**src/rtl/instr_fetch_queue_pkg.sv**
```systemverilog
// Shared types and constants for the instruction fetch queue.
//   ifq_state_t : fetch FSM states (IFQ_FETCH issues requests, IFQ_STALL waits for credit)
//   ifq_entry_t : one queue entry, {pc, instr}
package instr_fetch_queue_pkg;

    localparam int unsigned INSTR_W = 32;
    localparam int unsigned PC_W    = 32;
    localparam logic [PC_W-1:0] PC_STEP = PC_W'(4);

    typedef enum logic {
        IFQ_FETCH = 1'b0,
        IFQ_STALL = 1'b1
    } ifq_state_t;

    typedef struct packed {
        logic [PC_W-1:0]    pc;
        logic [INSTR_W-1:0] instr;
    } ifq_entry_t;

endpackage

```
**src/rtl/instr_fetch_queue_fifo.sv**
```systemverilog
// Synchronous FIFO of DEPTH {pc, instr} entries with push/pop/clear.
// Ports:
//   clock, reset  rising-edge clock, asynchronous active-low reset
//   push, wdata   write an entry (accepted when not full, or when popping)
//   pop,  rdata   remove the head entry; rdata always shows the head
//   clear         drop all entries (wins over push/pop)
//   count, full, empty  occupancy status
module instr_fetch_queue_fifo
    import instr_fetch_queue_pkg::*;
#(
    parameter int unsigned DEPTH = 4,
    parameter int unsigned CW    = $clog2(DEPTH) + 1
) (
    input  logic          clock,
    input  logic          reset,
    input  logic          push,
    input  logic          pop,
    input  logic          clear,
    input  ifq_entry_t    wdata,
    output ifq_entry_t    rdata,
    output logic [CW-1:0] count,
    output logic          full,
    output logic          empty
);

    localparam int unsigned AW = $clog2(DEPTH);

    ifq_entry_t      mem [DEPTH];
    logic [AW-1:0]   wr_ptr;
    logic [AW-1:0]   rd_ptr;
    logic            do_push;
    logic            do_pop;

    assign full    = (count == CW'(DEPTH));
    assign empty   = (count == '0);
    assign do_pop  = pop & ~empty;
    assign do_push = push & (~full | do_pop);
    assign rdata   = mem[rd_ptr];

    // Storage, pointers and occupancy; pointers wrap naturally (DEPTH is a power of 2).
    always_ff @(posedge clock or negedge reset) begin
        if (!reset) begin
            wr_ptr <= '0;
            rd_ptr <= '0;
            count  <= '0;
            for (int i = 0; i < int'(DEPTH); i++) begin
                mem[i] <= '0;
            end
        end else if (clear) begin
            wr_ptr <= '0;
            rd_ptr <= '0;
            count  <= '0;
        end else begin
            if (do_push) begin
                mem[wr_ptr] <= wdata;
                wr_ptr      <= wr_ptr + AW'(1);
            end
            if (do_pop) begin
                rd_ptr <= rd_ptr + AW'(1);
            end
            count <= count + CW'(do_push) - CW'(do_pop);
        end
    end

endmodule

```
**src/rtl/instr_fetch_queue.sv**
```systemverilog
// Instruction fetch front-end: issues sequential word fetches, queues returned
// words with their PCs and hands them to decode over valid/ready. A redirect
// flushes the queue and drops responses still in flight for the old path.
// Optional feature macro: IFQ_BYPASS_EN (empty-queue responses reach decode in the same cycle).
// Ports:
//   clock, reset               rising-edge clock, asynchronous active-low reset
//   mem_req/mem_addr/mem_gnt   fetch request channel
//   mem_rvalid/mem_rdata       in-order response channel
//   instr_valid/instr/instr_pc/instr_ready  decode handshake (queue head)
//   redirect/redirect_pc       flush and refetch from redirect_pc (low 2 bits ignored)
module instr_fetch_queue
    import instr_fetch_queue_pkg::*;
#(
    parameter int unsigned     DEPTH    = 4,
    parameter logic [PC_W-1:0] RESET_PC = 32'h0
) (
    input  logic               clock,
    input  logic               reset,
    output logic               mem_req,
    output logic [PC_W-1:0]    mem_addr,
    input  logic               mem_gnt,
    input  logic               mem_rvalid,
    input  logic [INSTR_W-1:0] mem_rdata,
    output logic               instr_valid,
    output logic [INSTR_W-1:0] instr,
    output logic [PC_W-1:0]    instr_pc,
    input  logic               instr_ready,
    input  logic               redirect,
    input  logic [PC_W-1:0]    redirect_pc
);

    localparam int unsigned CW = $clog2(DEPTH) + 1;
    localparam int unsigned SW = CW + 1;

    ifq_state_t      state;
    ifq_state_t      state_next;
    logic            mem_req_next;
    logic [PC_W-1:0] fetch_pc;
    logic [PC_W-1:0] fetch_pc_next;
    logic [PC_W-1:0] resp_pc;
    logic [PC_W-1:0] resp_pc_next;
    logic [CW-1:0]   outstanding;
    logic [CW-1:0]   outstanding_next;
    logic [CW-1:0]   discard;
    logic [CW-1:0]   discard_next;
    logic [CW-1:0]   count_next;
    logic [SW-1:0]   credit_sum;

    logic            grant;
    logic            resp;
    logic            resp_keep;
    logic            fifo_push;
    logic            fifo_pop;
    logic            fifo_full;
    logic            fifo_empty;
    logic [CW-1:0]   fifo_count;
    ifq_entry_t      fifo_wdata;
    ifq_entry_t      fifo_rdata;

    assign mem_addr   = fetch_pc;
    assign grant      = mem_req & mem_gnt;
    // Responses with nothing outstanding are spurious and ignored.
    assign resp       = mem_rvalid & (outstanding != '0);
    assign resp_keep  = resp & (discard == '0) & ~redirect;
    assign fifo_wdata = '{pc: resp_pc, instr: mem_rdata};
    assign fifo_pop   = ~fifo_empty & instr_ready & ~redirect;

`ifdef IFQ_BYPASS_EN
    // Empty queue: a fresh response is shown directly and skips the FIFO if taken.
    logic bypass;
    assign bypass      = resp_keep & fifo_empty;
    assign instr_valid = ~fifo_empty | bypass;
    assign instr       = fifo_empty ? mem_rdata : fifo_rdata.instr;
    assign instr_pc    = fifo_empty ? resp_pc : fifo_rdata.pc;
    assign fifo_push   = resp_keep & ~(bypass & instr_ready) & (~fifo_full | fifo_pop);
`else
    assign instr_valid = ~fifo_empty;
    assign instr       = fifo_rdata.instr;
    assign instr_pc    = fifo_rdata.pc;
    assign fifo_push   = resp_keep & (~fifo_full | fifo_pop);
`endif

    instr_fetch_queue_fifo #(
        .DEPTH (DEPTH),
        .CW    (CW)
    ) u_ifq_fifo (
        .clock (clock),
        .reset (reset),
        .push  (fifo_push),
        .pop   (fifo_pop),
        .clear (redirect),
        .wdata (fifo_wdata),
        .rdata (fifo_rdata),
        .count (fifo_count),
        .full  (fifo_full),
        .empty (fifo_empty)
    );

    // Next-state: PCs, in-flight bookkeeping and credit-based request gating.
    always_comb begin
        state_next       = state;
        fetch_pc_next    = fetch_pc;
        resp_pc_next     = resp_pc;
        discard_next     = discard;
        count_next       = fifo_count;
        outstanding_next = outstanding + CW'(grant) - CW'(resp);

        if (redirect) begin
            // Everything still in flight (including a same-cycle grant) is stale.
            count_next    = '0;
            discard_next  = outstanding_next;
            fetch_pc_next = redirect_pc & ~PC_W'(3);
            resp_pc_next  = redirect_pc & ~PC_W'(3);
        end else begin
            count_next   = fifo_count + CW'(fifo_push) - CW'(fifo_pop);
            discard_next = discard - CW'(resp && (discard != '0));
            if (grant) begin
                fetch_pc_next = fetch_pc + PC_STEP;
            end
            if (resp_keep) begin
                resp_pc_next = resp_pc + PC_STEP;
            end
        end

        // Queued plus in-flight words may never exceed the FIFO size.
        credit_sum = SW'(count_next) + SW'(outstanding_next);
        case (state)
            IFQ_FETCH: if (credit_sum >= SW'(DEPTH)) state_next = IFQ_STALL;
            IFQ_STALL: if (credit_sum <  SW'(DEPTH)) state_next = IFQ_FETCH;
            default:   state_next = IFQ_FETCH;
        endcase
        mem_req_next = (state_next == IFQ_FETCH);
    end

    always_ff @(posedge clock or negedge reset) begin
        if (!reset) begin
            state       <= IFQ_FETCH;
            mem_req     <= 1'b0;
            fetch_pc    <= RESET_PC;
            resp_pc     <= RESET_PC;
            outstanding <= '0;
            discard     <= '0;
        end else begin
            state       <= state_next;
            mem_req     <= mem_req_next;
            fetch_pc    <= fetch_pc_next;
            resp_pc     <= resp_pc_next;
            outstanding <= outstanding_next;
            discard     <= discard_next;
        end
    end

endmodule
```
**config.mk**
```make
export PLATFORM = sky130hd
export DESIGN_NAME = instr_fetch_queue
export DESIGN_NICKNAME = d
export VERILOG_FILES = /design/src/rtl/instr_fetch_queue_pkg.sv /design/src/rtl/instr_fetch_queue_fifo.sv /design/src/rtl/instr_fetch_queue.sv
export SDC_FILE = /design/constraint.sdc
export NUM_CORES = 1
export LEC_CHECK = 0
export CORE_ASPECT_RATIO = 0.9
export CORE_UTILIZATION = 37
export DETAILED_ROUTE_END_ITERATION = 12
export MAX_ROUTING_LAYER = met4
export PLACE_DENSITY_LB_ADDON = 0.1
export SLEW_MARGIN = 10
export SYNTH_ARGS = -nofsm -noshare
export SYNTH_HDL_FRONTEND = slang
export SYNTH_SLANG_ARGS = --single-unit
```
**constraint.sdc**
```tcl
create_clock -name clock -period 3.5 [get_ports clock]
set_clock_uncertainty 0.15 [all_clocks]
set_input_delay 0.7 -clock clock [delete_from_list [all_inputs] [get_ports clock]]
set_output_delay 0.7 -clock clock [all_outputs]
set_load 0.02 [all_outputs]
```
==> reports/metrics.sh, run 1 <==
WORST-R2R-SETUP-SLACK_NS=0.43
NUM_ROWS=69
FLIP_FLOP_AND_LATCH_COUNT_AFTER_SYNTHESIS=322
CTSLONGESTPATHBUFFERS=3
YS_ASYNC_SR_FRACTION_PCT=100
CTS.SINKS=322
ROUTE.FINAL.WIRE_LENGTH_MM=34.6
ROUTE.ANTENNA.REMAINING_NETS=0
TIMING.MAX_CAP.VIOLATIONS=0
NUMBER_OF_HOLD_VIOLATIONS_IN_THE_FINAL_REPORT=2
YS_WARN_COUNT=0
DIE_HEIGHT_UM=194
GRT_START_MAX_NET_PINS=74
INITIAL_CORE_UTIL_PCT=37.9
CORE_REGION_AREA_UM2=39900
LIBRARY_CELL_USED_AS_CLOCK_ROOT_BUFFER='sky130_fd_sc_hd__clkbuf_16'
CLOCK_LATENCY_ON_THE_WORST_SKEW_PAIR_NS=0.53
YS_DOMINANT_REG_CELL='sky130_fd_sc_hd__dfrtp_1'
HOLD_CLASS='in -> async'
RSZ0062_AT_GRT='false'
POST-ROUTE-CELL-AREA_UM2=18800
IR_WORST_VDD_V=0.000372
SYN_AREA_UM2=15100
FIRST_PASS_ITERS=6
FLOORPLAN.IO_PINS=168
SETUP-VIOLATIONS-FINAL=0
PROPORTION_OF_LAYOUT_CELLS_WITH_A_DRIVE_SUFFIX_ABOVE_1_PCT=36.0
NUMBER_OF_ANTENNA_VIOLATIONS_AT_THE_FIRST_CHECK_IN_GLOBAL_ROUTING=0
SYN-INSTANCE-COUNT=1037
WORST-PATH-MAX-FANOUT=39
VIA_PER_INST=5.09
POST_SYNTH.CELL_AREA_AVG_UM2=14.6
TIMING.SLEW.HEADROOM_PCT=58.1
DP_SLACK_NS=-0.0333
CTS_POST_SETUP_BUFFERS_INSERTED=0
AREAGROWTHSYNTHTOFINISH_PCT=24.4
CP.REQUIRED_NS=2.65
TIMING.CRITICAL_PATH.ARRIVAL_NS=2.52
FIRST_PASS_GRT_WIRE_LENGTH_MM=56.0
POWER_DENSITY_nW_PER_UM2=747
PLACEDINSTANCEAREA_UM2=17500
PORTBUFFERS=161
MIN_PERIOD_OVER_PERIOD_PCT=96.3
RR_WORST_DEPTH=12
MAXIMUM_CLOCK_FREQUENCY_MHz=297
DR_TOTAL_VIAS=9047
FINALCRITICALPERIOD_NS=3.37
DIE_WIDTH_UM=215
COUNT_OF_FLIP_FLOPS_WITH_A_BUILT_IN_ENABLE_AFTER_SYNTHESIS=0
NETLIST_CELL_TYPES=47
DRT-INITIAL-DRC-COUNT=456
POST-ROUTE-UTIL_PCT=47.1
FINAL_MAX_SLEW_VIOL_COUNT=0
POSTCTSHOLDBUFS=0
LAYOUT.NETS=1308
DETAILED_PLACE_HPWL_MM=22.6
RESIZED_GATES_AFTER_CTS=0
CP-START-KIND='flip-flop'
FINAL_REPLACE_WEIGHTED_CONGESTION=0.787
DRT-WIRELENGTH-PER-CELL_UM=19.5
CTS_MADE_BUFFERS=38
VIOLATED_CHECKS='hold timing'
OUTCOME='finished, violations left'
GLOBALROUTETOTALUTIL_PCT=17.6
SYNTH.YOSYS.SEQ_AREA_SHARE_PCT=53.3
FINAL_CELLS=1778
CTS_TREE='yes'
CTS.REPORTEDPATHS.CLKPINSLEW_NS=0.06
WORSTSETUPPATHTYPE='reg -> out'
FIRST_GLOBAL_VIAS=9624
CRIT_PATH_END_KIND='output port'
SETUP_SLACK_NS=0.129
GRT_REMAINING_OVERFLOW=0
HTREEDEPTH=2
MAX_SLEW.WORST_PIN.SLEW_NS=0.628
TIMING.HOLD.WS_NS=-0.00451
DRC_ERRORS=0
DPL.CELL_COUNT=1711
FLOORPLAN.DIE_AREA_UM2=41600
CELLLEAKAGEPOWER_nW=8.37
-- placed cells by master, fill, tap and decap left out, types with 22 or more instances in the layout --
cell | netlist | routed
sky130_fd_sc_hd__nand2_1 | 25 | 25
sky130_fd_sc_hd__clkdlybuf4s50_1 | 0 | 160
sky130_fd_sc_hd__dfrtp_1 | 322 | 320
sky130_fd_sc_hd__mux2_2 | 270 | 270
sky130_fd_sc_hd__xnor2_1 | 33 | 33
sky130_fd_sc_hd__nor2_1 | 26 | 26
sky130_fd_sc_hd__mux4_2 | 62 | 62
sky130_fd_sc_hd__xor2_1 | 27 | 27
sky130_fd_sc_hd__nand3_1 | 24 | 24
sky130_fd_sc_hd__inv_1 | 24 | 23
sky130_fd_sc_hd__nand4_1 | 22 | 22
sky130_fd_sc_hd__clkbuf_16 | 0 | 41
-- layout make-up --
cell class	count	area (um^2)
clock inverter	9	76.3
antenna	1	2.50
inverter	24	90.1
clock buffer	57	1170
fill	3593	21100
timing repair buffer	202	2170
multi-input combinational	631	6550
tap	532	666
sequential	322	8060
-- worst max-delay path: stages (launching register included) --
cell,delay [ns]
sky130_fd_sc_hd__dfrtp_4,0.47
sky130_fd_sc_hd__buf_12,0.33
sky130_fd_sc_hd__mux4_2,0.56
sky130_fd_sc_hd__clkdlybuf4s50_1,0.59
-- per-layer routing --
metal | global-route usage [%] | vias up | share of wire (%)
met1 | 25.1 | 4690 | 49
met2 | 26.2 | 158 | 46
met3 | 3.06 | 48 | 3.7
met5 | - | - | 0
li1 | - | 4151 | -
met4 | 3.86 | 0 | 1.6
-- power by group --
part	leakage, nW	internal, mW	total, mW	switching, mW
Combinational	3.58	2.76	4.95	2.19
Sequential	4.18	4.59	5.16	0.566
Clock	0.614	2.37	3.93	1.55
-- path summary, 6_finish.rpt --
| path | from | endpoint |
|---|---|---|
| worst max-delay path | u_ifq_fifo.rd_ptr[0] | instr[23] |
| worst min-delay path | reset | u_ifq_fifo.mem[218] |
| worst max register to register | u_ifq_fifo.count[1] | mem_req |
| worst min register to register | u_ifq_fifo.mem[101] | u_ifq_fifo.mem[101] |
| max in group asynchronous | reset | u_ifq_fifo.mem[205] |
| min in group clock | u_ifq_fifo.mem[101] | u_ifq_fifo.mem[101] |
-- synth_stat cells, drive strengths merged (5+ instances only) --
library cell	count	share of area, %
buf	40	2.3
mux2i	5	0.33
a21boi	21	1.0
ha	16	1.3
nand4	23	0.99
nand2b	11	0.46
mux4	62	9.2
nand2	29	0.79
xor2	27	1.6
nor3	15	0.65
clkbuf	23	0.58
o21ai	7	0.23
a21oi	11	0.36
dfrtp	322	53
and3	7	0.29
nor4	5	0.39
nand3	24	0.80
nor2	26	0.65
or3	7	0.29
mux2	270	20
xnor2	33	1.9
inv	24	0.60
-- sequential cells by signal, summed over array words and instances (netlist names) --
| register | count |
|---|---|
| u_ifq_fifo.mem | 248 |
| mem_addr | 30 |
| resp_pc | 30 |
| discard | 3 |
| outstanding | 3 |
| u_ifq_fifo.count | 3 |
| u_ifq_fifo.rd_ptr | 2 |
| u_ifq_fifo.wr_ptr | 2 |
| mem_req | 1 |
-- cells by family after synthesis --
| logic type | Yosys count | synth area share, % |
|---|---|---|
| mux | 337 | 29.7 |
| flops | 322 | 53.3 |
| simple gates | 160 | 5.90 |
| buf+inv | 87 | 3.52 |
| xor+xnor | 60 | 3.48 |
| compound gates | 51 | 2.33 |
| fa+ha+maj | 19 | 1.72 |
| other cells | 1 | 0.0248 |
-- stage by stage --
step           TNS (ns)  power [mW]
6_report              0        14.0
4_1_cts               0        14.3
3_3_place_gp    -0.0260        10.2
3_5_place_dp    -0.0333        10.3
5_1_grt               0        14.8
2_1_floorplan         0        8.17
Power figures use the tool's default switching activity.
==> run 2: changes to the inputs <==
==> constraint.sdc (replaced) <==
create_clock -name clock -period 3.5 [get_ports clock]
set_clock_uncertainty 0.15 [all_clocks]
set_input_delay 0.525 -clock clock [delete_from_list [all_inputs] [get_ports clock]]
set_output_delay 0.525 -clock clock [all_outputs]
set_load 0.02 [all_outputs]
==> reports/metrics.sh, run 2 (synthesized netlist as in run 1, its figures left out) <==
OUTCOME='complete, no violations'
FINAL_MAX_SLEW_VIOL_COUNT=0  # unchanged
LARGEST_REG_FLOPS=248  # unchanged
PROPORTION_OF_LAYOUT_CELLS_WITH_A_DRIVE_SUFFIX_ABOVE_1_PCT=35.3  # -0.67 points
ROUTE.ANTENNA.REMAINING_NETS=0  # unchanged
HOLD_CLASS='reg -> reg'
PORTBUFFERS=161  # unchanged
RSZ0062_AT_GRT='false'
AREAGROWTHSYNTHTOFINISH_PCT=23.9
GRT_REMAINING_OVERFLOW=0  # unchanged
CORE_REGION_AREA_UM2=39900  # unchanged
FINAL.SETUP.TNS_NS=0  # unchanged
WORST-PATH-MAX-FANOUT=12  # -69%
LIBRARY_CELL_USED_AS_CLOCK_ROOT_BUFFER='sky130_fd_sc_hd__clkbuf_16'
MAX_SLEW.WORST_PIN.SLEW_NS=0.685  # +0.0569 ns
ROUTE.FINAL.WIRE_LENGTH_MM=34.4  # -0.63%
TIMING.SLEW.HEADROOM_PCT=54.3  # -3.8 points
LAYOUT_COMMONEST_CELL='sky130_fd_sc_hd__dfrtp_1'
GLOBALROUTETOTALUTIL_PCT=17.5  # -0.11 points
DRC_ERRORS=0  # unchanged
FINALCRITICALPERIOD_NS=3.28  # -0.0946 ns
NUM_ROWS=69  # unchanged
GRT_START_MAX_NET_PINS=79  # +6.8%
TIMING.HOLD.WS_NS=0.348  # +0.352 ns
INITIAL_CORE_UTIL_PCT=37.9  # unchanged
CP.REQUIRED_NS=2.82  # +0.17 ns
SETUP-VIOLATIONS-FINAL=0  # unchanged
MIN_PERIOD_OVER_PERIOD_PCT=93.6  # -2.7 points
CP-START-KIND='flip-flop'
DRT-WIRELENGTH-PER-CELL_UM=19.4  # -0.46%
MAXIMUM_CLOCK_FREQUENCY_MHz=305  # +2.9%
VIA_PER_INST=5.08  # about the same
DIE_HEIGHT_UM=194  # unchanged
LARGEST-REGISTER='u_ifq_fifo.mem'
ANTENNADIODECOUNT=0  # -1
TIMING.MAX_CAP.VIOLATIONS=0  # unchanged
NUMBER_OF_HOLD_VIOLATIONS_IN_THE_FINAL_REPORT=0  # -2
FIRST_PASS_ITERS=4  # -2
PLACEDINSTANCEAREA_UM2=17400  # -0.60%
CTS_TREE='yes'
FINAL_REPLACE_WEIGHTED_CONGESTION=0.780  # -0.85%
FLOORPLAN.DIE_AREA_UM2=41600  # unchanged
FINAL.FILL_COUNT=3619  # +0.72%
POST-ROUTE-CELL-AREA_UM2=18700  # -0.37%
CLOCK_LATENCY_ON_THE_WORST_SKEW_PAIR_NS=0.53  # about the same
LAYOUT.NETS=1305  # -0.23%
NUMBER_OF_ANTENNA_VIOLATIONS_AT_THE_FIRST_CHECK_IN_GLOBAL_ROUTING=0  # unchanged
POWER_DENSITY_nW_PER_UM2=755  # +0.99%
CELLLEAKAGEPOWER_nW=8.34  # -0.46%
IR_WORST_VDD_V=0.000312  # -16%
FLOORPLAN.IO_PINS=168  # unchanged
CTSLONGESTPATHBUFFERS=3  # unchanged
CTS.REPORTEDPATHS.CLKPINSLEW_NS=0.06  # about the same
CTS.SINKS=322  # unchanged
FIRST_PASS_GRT_WIRE_LENGTH_MM=55.4  # -1.1%
DRT-INITIAL-DRC-COUNT=384  # -16%
WORSTSETUPPATHTYPE='reg -> out'
TIMING.CRITICAL_PATH.ARRIVAL_NS=2.60  # +0.08 ns
FIRST_GLOBAL_VIAS=9573  # -0.53%
MOSTFREQUENTLAYOUTCELLS='sky130_fd_sc_hd__dfrtp_1, sky130_fd_sc_hd__mux2_2, sky130_fd_sc_hd__clkdlybuf4s50_1'
DETAILED_PLACE_HPWL_MM=22.3  # -1.6%
HTREEDEPTH=2  # unchanged
DR_TOTAL_VIAS=9024  # -0.25%
DIE_WIDTH_UM=215  # unchanged
CRIT_PATH_END_KIND='output port'
WORST-R2R-SETUP-SLACK_NS=0.42  # about the same
CTS_MADE_BUFFERS=38  # unchanged
-- run 2: cell types whose count changed in the layout (fill, tap and decap cells not counted), moves of 2 or more --
cell,change
sky130_fd_sc_hd__buf_12,-6
sky130_fd_sc_hd__clkbuf_1,+6
sky130_fd_sc_hd__clkinv_2,-4
sky130_fd_sc_hd__buf_4,+2
sky130_fd_sc_hd__bufinv_16,+2
sky130_fd_sc_hd__clkbuf_8,-2
-- run 2: path summary, 6_finish.rpt --
path | endpoint | start | cells after the start
min in group asynchronous | u_ifq_fifo.mem[155] | reset | 2
worst max-delay path | instr[8] | u_ifq_fifo.rd_ptr[0] | 3
worst min-delay path | u_ifq_fifo.mem[5] | u_ifq_fifo.mem[5] | 1
worst min register to register | u_ifq_fifo.mem[5] | u_ifq_fifo.mem[5] | 1
max in group asynchronous | u_ifq_fifo.mem[28] | reset | 3
worst max register to register | mem_req | u_ifq_fifo.count[1] | 12
-- run 2: area by class of cell --
class                      count  area [um^2]  share of cell area, %
clock inverter                 6          109                  0.582
inverter                      24         90.1                  0.481
clock buffer                  61         1160                   6.20
sequential                   322         8060                   43.1
tap                          532          666                   3.56
timing repair buffer         199         2080                   11.1
multi-input combinational    631         6550                   35.0
-- run 2: layer usage --
layer  routed length (um)  share of wire, %  GRT usage [%]  up-vias
met1                16800                49           24.5     4662
met3                 1120               3.3           2.64       42
met4                  558               1.6           4.31        0
met2                16000                46           26.7      180
li1                     -                 -              -     4140
met5                    0                 0              -        -
-- run 2: repair_timing --
action,CTS,global route
endpoints found under the hold margin,71,0
buffers inserted,0,0
setup endpoints to repair,0,0
gates resized for setup,0,0
hold buffers,1,0
-- run 2: worst max-delay path, stage by stage (launching register included) --
cell and delay [ns]:
sky130_fd_sc_hd__dfrtp_4 0.60, sky130_fd_sc_hd__buf_4 0.34, sky130_fd_sc_hd__mux4_2 0.56, sky130_fd_sc_hd__clkdlybuf4s50_1 0.55
-- run 2: where the power goes --
part	internal (mW)	total (mW)	switching, mW
combinational	2.75	4.92	2.17
clock	2.49	4.02	1.53
sequential	4.59	5.19	0.594
total	9.83	14.1	4.30
-- run 2: through the flow --
stage / std cells / setup slack, ns / power, mW / utilization [%]
final: 1775 / 0.224 / 14.1 / 46.9
after detailed placement: 1707 / 0.164 / 10.3 / 43.7
after global routing: 1775 / 0.0902 / 14.9 / 46.9
after floorplan: 1040 / 0.359 / 8.17 / -
after CTS: 1775 / 0.144 / 14.4 / 46.9
after global placement: 1707 / 0.176 / 10.2 / 43.7
==> run 3: changes to the inputs <==
==> constraint.sdc (replaced) <==
create_clock -name clock -period 2.92 [get_ports clock]
set_clock_uncertainty 0.15 [all_clocks]
set_input_delay 0.438 -clock clock [delete_from_list [all_inputs] [get_ports clock]]
set_output_delay 0.438 -clock clock [all_outputs]
set_load 0.02 [all_outputs]
==> reports/metrics.sh, run 3 (synthesized netlist as in run 1, its figures left out) <==
OUTCOME='complete, no violations'
FINAL_MAX_SLEW_VIOL_COUNT=0  # unchanged
FIRST_PASS_GRT_WIRE_LENGTH_MM=56.5  # +2.0%
MIN_PERIOD_OVER_PERIOD_PCT=99.4
HTREEDEPTH=2  # unchanged
IR_WORST_VDD_V=0.000431  # +38%
CTSLONGESTPATHBUFFERS=3  # unchanged
INITIAL_CORE_UTIL_PCT=37.9  # unchanged
FINALPOWER_mW=16.7  # +18%
WORST-PATH-MAX-FANOUT=2  # -10
CTS.SINKS=322  # unchanged
VIA_PER_INST=5.05  # -0.58%
CRIT_SLOWEST_CELL='sky130_fd_sc_hd__fa_2'
GRT_REMAINING_OVERFLOW=0  # unchanged
CTS_TREE='yes'
LARGEST-REGISTER='u_ifq_fifo.mem'
TIMING.HOLD.WS_NS=0.347  # -0.00127 ns
TIMING.MAX_CAP.VIOLATIONS=0  # unchanged
PORTBUFFERS=161  # unchanged
DPL.CELL_COUNT=1729  # +1.3%
RR_WORST_DEPTH=11  # -1
WORST_PATH_MOST_REPEATED_CELL='sky130_fd_sc_hd__ha_1'
FINALCRITICALPERIOD_NS=2.90
DIE_WIDTH_UM=215  # unchanged
NUMBER_OF_HOLD_VIOLATIONS_IN_THE_FINAL_REPORT=0  # unchanged
ANTENNADIODECOUNT=0  # unchanged
DRT-INITIAL-DRC-COUNT=354  # -7.8%
SEQ_AREA_UM2=8070  # about the same
MAXIMUM_CLOCK_FREQUENCY_MHz=344
WORST-R2R-SETUP-SLACK_NS=0.02  # -0.40 ns
WORSTSETUPPATHTYPE='reg -> reg'
ROUTE.ANTENNA.REMAINING_NETS=0  # unchanged
MAX_SLEW.WORST_PIN.SLEW_NS=0.654  # -0.0304 ns
MULTI_INPUT_AREA_UM2=6570  # +0.34%
FINAL_REPLACE_WEIGHTED_CONGESTION=0.796  # +2.0%
ROUTE.FINAL.WIRE_LENGTH_MM=34.7  # +0.88%
LAYOUT_COMMONEST_CELL='sky130_fd_sc_hd__dfrtp_1'
CLOCK_LATENCY_ON_THE_WORST_SKEW_PAIR_NS=0.53  # about the same
FINAL.SETUP.TNS_NS=0  # unchanged
DRT-WIRELENGTH-PER-CELL_UM=19.2  # -1.1%
FINAL_CELLS=1810  # +2.0%
CRITICAL_PATH.REG2REG.ENDPOINT='mem_req'
FLOORPLAN.DIE_AREA_UM2=41600  # unchanged
CORE_REGION_AREA_UM2=39900  # unchanged
RSZ0062_AT_GRT='true'
AREAGROWTHSYNTHTOFINISH_PCT=25.7
CELLLEAKAGEPOWER_nW=8.65  # +3.8%
FLOORPLAN.IO_PINS=168  # unchanged
RR_STARTPOINT='u_ifq_fifo.count[1]'
DR_TOTAL_VIAS=9149  # +1.4%
MOSTFREQUENTLAYOUTCELLS='sky130_fd_sc_hd__dfrtp_1, sky130_fd_sc_hd__mux2_2, sky130_fd_sc_hd__clkdlybuf4s50_1'
LIBRARY_CELL_USED_AS_CLOCK_ROOT_BUFFER='sky130_fd_sc_hd__clkbuf_16'
PROPORTION_OF_LAYOUT_CELLS_WITH_A_DRIVE_SUFFIX_ABOVE_1_PCT=37.7  # +2.4 points
NUMBER_OF_ANTENNA_VIOLATIONS_AT_THE_FIRST_CHECK_IN_GLOBAL_ROUTING=0  # unchanged
FINAL.FILL_COUNT=3618  # -0.028%
FIRST_PASS_ITERS=5  # +1
DRC_ERRORS=0  # unchanged
GLOBALROUTETOTALUTIL_PCT=17.7  # +0.23 points
TIMING.CRITICAL_PATH.SLOWEST_CELL_DELAY_NS=0.41  # -0.19 ns
CTS.REPORTEDPATHS.CLKPINSLEW_NS=0.06  # about the same
POWER_DENSITY_nW_PER_UM2=879  # +16%
SETUP-VIOLATIONS-FINAL=0  # unchanged
DIE_HEIGHT_UM=194  # unchanged
CTS_MADE_BUFFERS=38  # unchanged
FIRST_GLOBAL_VIAS=9845  # +2.8%
HOLD_CLASS='in -> async'
TIMING.SLEW.HEADROOM_PCT=56.4  # +2.0 points
NUM_ROWS=69  # unchanged
CP-START-KIND='flip-flop'
LAYOUT.NETS=1337  # +2.5%
CRIT_PATH_END_KIND='flip-flop'
CP.REQUIRED_NS=3.22  # +0.40 ns
DETAILED_PLACE_HPWL_MM=23.6  # +5.9%
LARGEST_REG_FLOPS=248  # unchanged
WORSTPATHCELLLIST='or3_4 -> nand2_2 -> nor2_1 -> ha_1 -> inv_1 -> ha_2 -> fa_2 -> nor2b_1 -> ha_1 -> or3_1 -> a41oi_2'
GRT_START_MAX_NET_PINS=78  # -1.3%
TIMING.CRITICAL_PATH.ARRIVAL_NS=3.20  # +0.60 ns
run 3: changes by cell type in the layout (fill, tap and decap cells not counted), moves of 5 or more:
cell / delta
sky130_fd_sc_hd__buf_12: +8
sky130_fd_sc_hd__clkdlybuf4s50_1: -59
sky130_fd_sc_hd__dlygate4sd2_1: +58
sky130_fd_sc_hd__clkinv_2: +5
sky130_fd_sc_hd__buf_4: +23
run 3: layout make-up:
class	instances	area share, %
clock buffer	61	6.17
clock inverter	9	0.389
inverter	24	0.474
multi-input combinational	631	34.6
sequential	322	42.5
tap	532	3.51
timing repair buffer	231	12.4
run 3: routing by layer:
metal  up-vias  share of wire, %  GRT usage (%)
met5         -                 0              -
met4         0               1.5           3.68
met3        47               3.6           2.81
met2       166                46           27.1
met1      4726                49           24.9
li1       4210                 -              -
run 3: through the flow:
step                util (%)  instance area (um^2)  setup WS (ns)
finish                  47.6                 19000         0.0165
global route            47.6                 19000         -0.126
CTS                     47.6                 19000        0.00280
detailed placement      44.4                 17700         -0.316
global placement        44.4                 17700         -0.305
floorplan                  -                 15100        -0.0547
run 3: power breakdown:
part | total, mW | switching, mW | internal [mW]
sequential | 6.18 | 0.670 | 5.51
clock | 4.68 | 1.84 | 2.84
combinational | 5.83 | 2.73 | 3.10
run 3: worst max-delay path: cells and delay by family, from the launching register on:
kind | cells | cell delay, ns
compound gates | 1 | 0.15
simple gates | 5 | 1.04
flops | 1 | 0.40
fa+ha+maj | 4 | 1.03
buf+inv | 1 | 0.06
run 3: how the worst max path moves through the flow:
| stage | endpoint | depth (start not counted) | slack [ns] | startpoint |
|---|---|---|---|---|
| 2_1_floorplan | mem_req | 11 | -0.05 | outstanding[2] |
| 3_3_place_gp | mem_req | 11 | -0.31 | instr_ready |
| 3_5_place_dp | mem_req | 13 | -0.32 | instr_ready |
| 4_1_cts | instr[23] | 4 | 0.003 | u_ifq_fifo.rd_ptr[0] |
| 5_1_grt | mem_req | 12 | -0.13 | u_ifq_fifo.count[1] |
| 6_report | mem_req | 11 | 0.02 | u_ifq_fifo.count[1] |
run 3: repair_timing:
item,CTS,global route
resized for setup,65,0
pin swaps,3,0
setup buffers,9,1
setup endpoints to repair,58,14
hold endpoints to repair,67,0
hold buffers,1,0
